## src/rtl/ex_mem_stage.sv

```systemverilog
// EX/MEM pipeline register: captures ALU result, flags, store data and controls.
// Handles stall (hold), flush (bubble) and a sticky HALTED state.
module ex_mem_stage #(
    parameter int DATA_W = 16,
    parameter int REG_AW = 3
) (
    input  logic              clk,
    input  logic              rst_n,
    input  logic              stall,
    input  logic              flush,
    input  logic              in_valid,
    input  logic [DATA_W-1:0] alu_out,
    input  logic              alu_ofl,
    input  logic              alu_z,
    input  logic [DATA_W-1:0] st_data,
    input  logic [DATA_W-1:0] pc_inc,
    input  logic [REG_AW-1:0] wb_reg,
    input  logic              reg_we,
    input  logic              wb_sel_pc,
    input  logic              mem_en,
    input  logic              mem_we,
    input  logic              halt_in,
    output logic              out_valid,
    output logic [DATA_W-1:0] res_q,
    output logic              ofl_q,
    output logic              z_q,
    output logic [DATA_W-1:0] st_data_q,
    output logic [DATA_W-1:0] pc_inc_q,
    output logic [REG_AW-1:0] wb_reg_q,
    output logic              reg_we_q,
    output logic              wb_sel_pc_q,
    output logic              mem_en_q,
    output logic              mem_we_q,
    output logic              halted
);

    typedef enum logic [0:0] {
        S_RUN    = 1'b0,
        S_HALTED = 1'b1
    } state_t;

    state_t              r_state;
    logic                r_valid;
    logic [DATA_W-1:0]   r_res;
    logic                r_ofl;
    logic                r_z;
    logic [DATA_W-1:0]   r_st_data;
    logic [DATA_W-1:0]   r_pc_inc;
    logic [REG_AW-1:0]   r_wb_reg;
    logic                r_reg_we;
    logic                r_wb_sel_pc;
    logic                r_mem_en;
    logic                r_mem_we;

    state_t              w_state_nxt;
    logic                w_valid_nxt;
    logic [DATA_W-1:0]   w_res_nxt;
    logic                w_ofl_nxt;
    logic                w_z_nxt;
    logic [DATA_W-1:0]   w_st_data_nxt;
    logic [DATA_W-1:0]   w_pc_inc_nxt;
    logic [REG_AW-1:0]   w_wb_reg_nxt;
    logic                w_reg_we_nxt;
    logic                w_wb_sel_pc_nxt;
    logic                w_mem_en_nxt;
    logic                w_mem_we_nxt;
    logic                w_eff_valid;
    logic                w_ctl_en;

    // Next-state and next-register values: flush > stall > capture.
    always_comb begin
        w_state_nxt     = r_state;
        w_valid_nxt     = r_valid;
        w_res_nxt       = r_res;
        w_ofl_nxt       = r_ofl;
        w_z_nxt         = r_z;
        w_st_data_nxt   = r_st_data;
        w_pc_inc_nxt    = r_pc_inc;
        w_wb_reg_nxt    = r_wb_reg;
        w_reg_we_nxt    = r_reg_we;
        w_wb_sel_pc_nxt = r_wb_sel_pc;
        w_mem_en_nxt    = r_mem_en;
        w_mem_we_nxt    = r_mem_we;
        w_eff_valid     = 1'b0;
        w_ctl_en        = 1'b0;

        case (r_state)
            S_RUN:    w_eff_valid = in_valid;
            S_HALTED: w_eff_valid = 1'b0;
            default:  w_eff_valid = 1'b0;
        endcase

        // The HALT instruction itself passes valid but carries no side effects.
        w_ctl_en = w_eff_valid & ~halt_in;

        if (flush) begin
            w_valid_nxt     = 1'b0;
            w_res_nxt       = {DATA_W{1'b0}};
            w_ofl_nxt       = 1'b0;
            w_z_nxt         = 1'b0;
            w_st_data_nxt   = {DATA_W{1'b0}};
            w_pc_inc_nxt    = {DATA_W{1'b0}};
            w_wb_reg_nxt    = {REG_AW{1'b0}};
            w_reg_we_nxt    = 1'b0;
            w_wb_sel_pc_nxt = 1'b0;
            w_mem_en_nxt    = 1'b0;
            w_mem_we_nxt    = 1'b0;
        end else if (stall) begin
            w_state_nxt = r_state;
        end else begin
            w_valid_nxt     = w_eff_valid;
            w_res_nxt       = alu_out;
            w_ofl_nxt       = alu_ofl;
            w_z_nxt         = alu_z;
            w_st_data_nxt   = st_data;
            w_pc_inc_nxt    = pc_inc;
            w_wb_reg_nxt    = wb_reg;
            w_reg_we_nxt    = reg_we & w_ctl_en;
            w_wb_sel_pc_nxt = wb_sel_pc & w_ctl_en;
            w_mem_en_nxt    = mem_en & w_ctl_en;
            w_mem_we_nxt    = mem_we & mem_en & w_ctl_en;
            if (w_eff_valid && halt_in) begin
                w_state_nxt = S_HALTED;
            end else begin
                w_state_nxt = r_state;
            end
        end
    end

    // Stage registers with asynchronous clear.
    always_ff @(posedge clk or negedge rst_n) begin
        if (!rst_n) begin
            r_state     <= S_RUN;
            r_valid     <= 1'b0;
            r_res       <= {DATA_W{1'b0}};
            r_ofl       <= 1'b0;
            r_z         <= 1'b0;
            r_st_data   <= {DATA_W{1'b0}};
            r_pc_inc    <= {DATA_W{1'b0}};
            r_wb_reg    <= {REG_AW{1'b0}};
            r_reg_we    <= 1'b0;
            r_wb_sel_pc <= 1'b0;
            r_mem_en    <= 1'b0;
            r_mem_we    <= 1'b0;
        end else begin
            r_state     <= w_state_nxt;
            r_valid     <= w_valid_nxt;
            r_res       <= w_res_nxt;
            r_ofl       <= w_ofl_nxt;
            r_z         <= w_z_nxt;
            r_st_data   <= w_st_data_nxt;
            r_pc_inc    <= w_pc_inc_nxt;
            r_wb_reg    <= w_wb_reg_nxt;
            r_reg_we    <= w_reg_we_nxt;
            r_wb_sel_pc <= w_wb_sel_pc_nxt;
            r_mem_en    <= w_mem_en_nxt;
            r_mem_we    <= w_mem_we_nxt;
        end
    end

    assign out_valid   = r_valid;
    assign res_q       = r_res;
    assign ofl_q       = r_ofl;
    assign z_q         = r_z;
    assign st_data_q   = r_st_data;
    assign pc_inc_q    = r_pc_inc;
    assign wb_reg_q    = r_wb_reg;
    assign reg_we_q    = r_reg_we;
    assign wb_sel_pc_q = r_wb_sel_pc;
    assign mem_en_q    = r_mem_en;
    assign mem_we_q    = r_mem_we;
    assign halted      = (r_state == S_HALTED);

endmodule
```

## config.mk

```make
export PLATFORM = sky130hd
export DESIGN_NAME = ex_mem_stage
export DESIGN_NICKNAME = d
export VERILOG_FILES = /design/src/rtl/ex_mem_stage.sv
export SDC_FILE = /design/constraint.sdc
export NUM_CORES = 1
export LEC_CHECK = 0
export BUFFER_PORTS_ARGS = -buffer_cell sky130_fd_sc_hd__buf_2
export CELL_PAD_IN_SITES_DETAIL_PLACEMENT = 0
export CELL_PAD_IN_SITES_GLOBAL_PLACEMENT = 1
export CORE_ASPECT_RATIO = 1.75
export CORE_MARGIN = 2
export CORE_UTILIZATION = 34
export CTS_CLUSTER_SIZE = 40
export DETAILED_ROUTE_END_ITERATION = 10
export GPL_ROUTABILITY_DRIVEN = 1
export HOLD_SLACK_MARGIN = 0.05
export PLACE_DENSITY = 0.77
export SLEW_MARGIN = 40
export SYNTH_ARGS = -nofsm -noshare
export SYNTH_HDL_FRONTEND = slang
export SYNTH_SLANG_ARGS = --single-unit
export TNS_END_PERCENT = 20
```

## constraint.sdc

```tcl
create_clock -name clk -period 1.1 [get_ports clk]
set_input_delay 0.11 -clock clk [delete_from_list [all_inputs] [get_ports clk]]
set_output_delay 0.11 -clock clk [all_outputs]
set_load 0.02 [all_outputs]
```

== Word-level counts from Yosys, hierarchy flattened ==
Index checks and enable logic that the tools add are counted.
Word-level totals
  memory bits (read-only): 0
  logic and storage cells: 48
  bits in writable memories: 0
  input bits: 63
  output and inout bits: 59
  memories: 0
  bits in latches: 0
  register bits: 59
Cells by class
  reductions and logical operators: 2
  muxes and demuxes: 23
  $lt $le $gt $ge: 0
  $mul: 0
  bitwise gates (word level): 10
  div/mod/pow operators: 0
  equal/unequal tests: 1
  shift operators: 0
  add/subtract/negate cells: 0
Operator list (count)
  $mux W16: 6
  $mux W1: 14
  $and A1 B1 Y1: 6
  $mux W3: 2
  $not A1 Y1: 4
  $reduce_and A3 Y1: 1
  $ne A2 B1 Y1 const B: 1
  $pmux W1 S2: 1
  $logic_and A1 B1 Y1: 1

== Logic depth before layout (Yosys ltp) ==
Gate-level depths: netlist (run 1).
  word-level depth: 6
  mapped depth: 4
  mapped depth without buffers: 2

== Worst setup path before layout (run 1) ==
Ideal clock, no wire load.
  path type: flip-flop to flip-flop
  start point: reg r_state (netlist: halted)
  end point: reg r_valid (netlist: out_valid)
  arrival: 938 ps
  slack: 84 ps
  path buffers: 0
  library setup time: 77 ps
  clock period less this slack: 1016 ps
  stages on the path, launching flop included: 3
  data required time: 1023 ps
  cell sequence: dfrtp_1 > or3b_1 > a21oi_1
On the way
  cells in the longest elaborated chain, start to end: 4
Ends and longest elaborated chain
  start: declaration: RTL line 42  | state_t r_state;
  start signal: assignment: RTL line 146  | r_state <= w_state_nxt;
  $not A1 Y1: RTL line 87  | case (r_state)
  $pmux W1 S2 (*): RTL line 87
  $mux W1 (*): RTL line 108  | end else if (stall) begin
  $mux W1 (*): RTL line 96  | if (flush) begin
  end signal: assignment: RTL line 147  | r_valid <= w_valid_nxt;
  end: declaration: RTL line 43  | logic r_valid;
Mark *: on every way between the ends. The rest lies on a longest branch, timed or not. The select of a mux whose other input is x is not followed.
A chain may end at the register's enable or synchronous reset.

== Worst setup path in the final report (run 1) ==
  start point: reg r_state (netlist: halted)
  end point: out halted
RTL lines
  end: declaration: RTL line 34  | output logic halted
No word-level cell between the ends.

==> impl_metrics.ini, run 1 <==
[synthesis]
yosys_warnings = 0
synth_compound_area_frac = 0.02143
post-synth-top-area-cell = dfrtp_1
yosysSeqAreaShare = 0.6020
synth_simple_gate_area_share = 0.1010
syn_area_per_cell_sq_um = 12.98
synth-seq-cells = 59
synthCells = 189
synth-xor-area-share = 0
synth.area.mux_share = 0.2163
syn-num-nets = 252
synth.distinct_cells = 14
syn-cell-area_sq_um = 2452
synth_top_cell_area_share = 0.6020
synth_top_family_by_area = multiplexers
synth_area_leaders = dfrtp_1 60%, mux2i_1 22%, nor2_1 8.3%
synthAdderAreaFrac = 0

[run_status]
status = complete, no violations

[grt]
grt_pass1_wl_mm = 9.625
track_usage = 0.1678
grt_max_degree = 60
antenna_found_initial = 0
grt_overflow = 0
grt_pass1_vias = 2090

[flow_run]
drv_cap = 0

[worst_setup_path]
path_max_fanout = 4
critPathLaunchType = register
path_delay_family = flip-flops
cp.required_ns = 0.99
reg2reg_from = halted$_DFFE_PN0P_
crit_chain = buf_2
critPathArrivalTime_ns = 0.89
reg2reg_slack_ns = 0.14
critical_path_buf_inv_count = 1
crit_type = register to primary output
worst_setup_path_end_kind = primary output
critical_path.slowest_cell = dfrtp_1
cpPeakStageDelay_ns = 0.40
worstRegToRegCells = 2
r2r-end = out_valid$_DFFE_PN0P_

[routing]
drtAntennaViolNets = 0
drt_iter0_drc = 122
dr.pass1.iters = 4
wirelength_mm = 6.077
drc = 0
via_per_inst = 4.500
num_vias = 2079
routedWlPerCell_microns = 13.15

[clock_tree]
cts_buffer_depth = 2
clk_latency_ns = 0.32
clk_pin_slew_ns = 0.05
cts.htree.levels = 3
cts_setup_buffers = 0
clock_sinks = 59
clock-root-buffer = clkbuf_16
cts_buffers = 9
cts_tree = yes

[power_and_ir_drop]
p_comb_frac = 0.156
clockPowerShare = 0.433
p_leak_uw = 0.002187
vdd_drop_max_uv = 913.2
finalPower_uw = 5702
p_per_area_nw_per_um2 = 1442
p_seq_frac = 0.411
p_sw_frac = 0.2413
switching_power_uw = 1376
p_int_uw = 4326

[timing]
finalMaxSlewViolations = 0
tightestPinTransition_ns = 0.3203
setup_viol = 0
period_minus_slack_ns = 0.9974
hold_viol = 0
slew_headroom = 0.7856
fin_skew_ns = 0.001318
post-route-period-util = 0.9067
setup_tns_ns = 0
max_freq_mhz = 1003
grt_setup_unrepaired = no

[finish]
layout-drive-gt1-share = 0.3803
syn_to_final_growth_pct = 61.22
post-route-util = 0.5585
insertedDiodeCount = 0
layout_common_cells = 120 x buf_2, 59 x dfrtp_1, 58 x dlygate4sd3_1
fin_nets = 436
multi_input_area_sq_um = 830.8
fillCellCount = 594
ff_latch_area_sq_um = 1476
final_common_cell = buf_2
finalNonFillerCells = 462

[hold_path]
whs_path_depth = 3
holdPathEnd = out_valid$_DFFE_PN0P_
hp-class = input port to register
min_from = stall

[floorplan]
dieArea_sq_um = 7935
die_w_microns = 68.20
initial_utilization = 0.3464
die_height_microns = 116.4
row_count = 41
ios = 122
core_sq_um = 7079

[placement]
portBuffers = 121
place_inst = 390
place.gp.congestion = 0.8014
[cells by family after synthesis]
family          count (synthesis)
flops                          59
simple gates                   59
mux                            53
buf+inv                        12
compound gates                  6
[worst register-to-register path, cell delays in order (launching register included)]
cell and delay (ns):
dfrtp_1 0.40, or3b_1 0.35, a21oi_1 0.14
[worst max-delay path by stage]
| stage | slack (ns) | startpoint | end | cells after the start |
|---|---|---|---|---|
| after global routing | 0.07 | halted$_DFFE_PN0P_ | out_valid$_DFFE_PN0P_ | 2 |
| after global placement | 0.15 | halted$_DFFE_PN0P_ | out_valid$_DFFE_PN0P_ | 2 |
| after detailed placement | 0.14 | halted$_DFFE_PN0P_ | out_valid$_DFFE_PN0P_ | 2 |
| after floorplan | 0.08 | halted$_DFFE_PN0P_ | out_valid$_DFFE_PN0P_ | 2 |
| after CTS | 0.08 | halted$_DFFE_PN0P_ | halted | 1 |
| final | 0.10 | halted$_DFFE_PN0P_ | halted | 1 |
[cell usage after synthesis]
library cell / count
buf_2: 6
nand2_1: 1
or3b_1: 1
a32o_1: 4
dfrtp_1: 59
nor2_1: 54
nor3b_2: 1
and2_1: 1
buf_8: 1
a21oi_1: 1
mux2i_1: 53
a21o_1: 1
buf_12: 5
nor2b_4: 1
[flip-flops by register name (all words and copies together), names as in the netlist]
register and cells:
wb_sel_pc_q 1, mem_en_q 1, res_q 16, st_data_q 16, z_q 1, mem_we_q 1
halted 1, pc_inc_q 16, out_valid 1, reg_we_q 1, ofl_q 1, wb_reg_q 3
[what timing repair did]
action | CTS | global route
hold buffers | 58 | 0
endpoints found under the hold margin | 116 | 0
gates resized for setup | 0 | 0
[through the flow]
step           hold slack (ns)  cell area (sq um)  setup WS [ns]
2_1_floorplan          -0.1856               2452        0.08410
3_3_place_gp            0.1378               3105         0.1485
3_5_place_dp            0.1535               3105         0.1360
4_1_cts                 0.1127               3954        0.08054
5_1_grt                 0.1506               3954        0.06950
6_report                0.1282               3954         0.1026
[cell type report]
type,count,area share
Sequential cell,59,0.3734
Tap cell,86,0.02722
Clock buffer,11,0.06392
Timing Repair Buffer,185,0.3215
Clock inverter,3,0.003797
Multi-Input combinational cell,118,0.2101
[power by group through the flow]
| stage | registers, uW | clock network [uW] | logic [uW] |
|---|---|---|---|
| after floorplan | 2520 | 0 | 289 |
| after detailed placement | 2380 | 0 | 735 |
| after global routing | 2360 | 2650 | 974 |
| final | 2340 | 2470 | 891 |
| after global placement | 2370 | 0 | 728 |
| after CTS | 2340 | 2570 | 897 |
[per-layer routing]
layer,GRT usage,routed length [microns],vias up
met5,0,0,-
li1,-,-,997
met3,0.04913,274,18
met4,0.1067,231,0
met2,0.2854,3317,65
met1,0.1751,2253,999
(Power assumes the default switching activity.)
==> inputs of run 2 (changes only) <==
- RECOVER_POWER: not set -> 100
==> run 2 against run 1 <==
Utilization decreased by 0.39 points; register-to-register slack about the same; global-route usage is the same; setup slack got worse by 0.030 ns.
==> impl_metrics.ini, run 2 (same netlist as run 1, synthesis figures left out) <==
[run_status]
status = complete, no violations

[timing]
setup_viol = 0
post-route-period-util = 0.9338
fin_skew_ns = 0.0005730
max_freq_mhz = 973.6
tightestPinTransition_ns = 0.5221
setup_tns_ns = 0
holdWs_ns = 0.1278
slew_headroom = 0.6519
hold_viol = 0
period_minus_slack_ns = 1.027
grt_setup_unrepaired = no
finalMaxSlewViolations = 0

[floorplan]
die_w_microns = 68.20
row_count = 41
core_sq_um = 7079
ios = 122
die_height_microns = 116.4
initial_utilization = 0.3464
dieArea_sq_um = 7935

[clock_tree]
cts.htree.levels = 3
cts_resized = 0
clk_latency_ns = 0.32
clock-root-buffer = clkbuf_16
cts_buffer_depth = 2
clock_sinks = 59
clk_pin_slew_ns = 0.05
cts_tree = yes
cts_setup_buffers = 0
cts_buffers = 9

[routing]
drt_iter0_drc = 116
drtAntennaViolNets = 0
dr.pass1.iters = 4
drc = 0
routedWlPerCell_microns = 13.14
wirelength_mm = 6.070
num_vias = 2084
via_per_inst = 4.511

[finish]
final_common_cell = dfrtp_1
layout-drive-gt1-share = 0.3404
fin_nets = 436
layout_common_cells = 59 x dfrtp_1, 58 x dlygate4sd3_1, 56 x buf_2
insertedDiodeCount = 0
syn_to_final_growth_pct = 60.10
final_cell_area_sq_um = 3926

[worst_setup_path]
critPathLaunchType = register
crit_chain = clkbuf_1
cp.required_ns = 0.99
reg2reg_from = halted$_DFFE_PN0P_
critical_path.slowest_cell = dfrtp_1
crit_type = register to primary output
reg2reg_slack_ns = 0.14
critPathLaunch = pc_inc_q[4]$_DFFE_PN0P_
worst_setup_path_end_kind = primary output
path_delay_family = flip-flops
critPathArrivalTime_ns = 0.92
cpPeakStageDelay_ns = 0.36
critical_path_buf_inv_count = 1
path_max_fanout = 2

[placement]
placed_area_sq_um = 3105
place.gp.congestion = 0.8014
portBuffers = 121

[flow_run]
drv_cap = 0

[power_and_ir_drop]
p_leak_uw = 0.002103
p_per_area_nw_per_um2 = 1451
vdd_drop_max_uv = 908.8

[grt]
track_usage = 0.1678
grt_max_degree = 60
antenna_found_initial = 0
grt_pass1_vias = 2090
grt_pass1_wl_mm = 9.625
grt_overflow = 0

[hold_path]
min_from = stall
hp-class = input port to register
-- run 2: cell type report --
| type | count | area [sq um] |
|---|---|---|
| fillers | 605 | 3153 |
| flip-flops and latches | 59 | 1476 |
| repair buffers | 185 | 1244 |
| multi-input cells | 118 | 830.8 |
| clock buffers | 11 | 252.7 |
| well taps | 86 | 107.6 |
| clock inverters | 3 | 15.01 |
-- run 2: path summary, 6_finish.rpt --
path                                            end  depth (start not counted)
max                                     pc_inc_q[4]                          1
min                           out_valid$_DFFE_PN0P_                          3
max reg2reg                   out_valid$_DFFE_PN0P_                          2
min reg2reg                    mem_we_q$_DFFE_PN0P_                          1
max in group asynchronous      res_q[8]$_DFFE_PN0P_                          3
min in group asynchronous  pc_inc_q[12]$_DFFE_PN0P_                          3
-- run 2: routing by layer --
layer / vias to the layer above / routed length (microns) / GRT usage
met1: 1002 / 2244 / 0.1751
met5: - / 0 / 0
met3: 16 / 285 / 0.04913
li1: 1000 / - / -
met2: 66 / 3335 / 0.2854
met4: 0 / 206 / 0.1067
-- run 2: repair_timing --
| action | CTS | global route |
|---|---|---|
| hold endpoints to repair | 116 | 0 |
| endpoints found under the setup margin | 0 | 0 |
| hold buffers | 58 | 0 |
-- run 2: where the power goes --
part           internal, uW  switching [uW]  total (uW)
Clock                  1600             871        2470
Combinational           424             452         876
Sequential             2290            60.6        2350
Total                  4310            1380        5700
-- run 2: through the flow --
step	cells	total power, uW	setup slack (ns)	utilization
after CTS	462	5814	0.08054	0.5585
after global routing	462	5968	0.05113	0.5546
after global placement	390	3102	0.1485	0.4387
after floorplan	189	2810	0.08410	-
final	462	5696	0.07285	0.5546
after detailed placement	390	3114	0.1360	0.4387
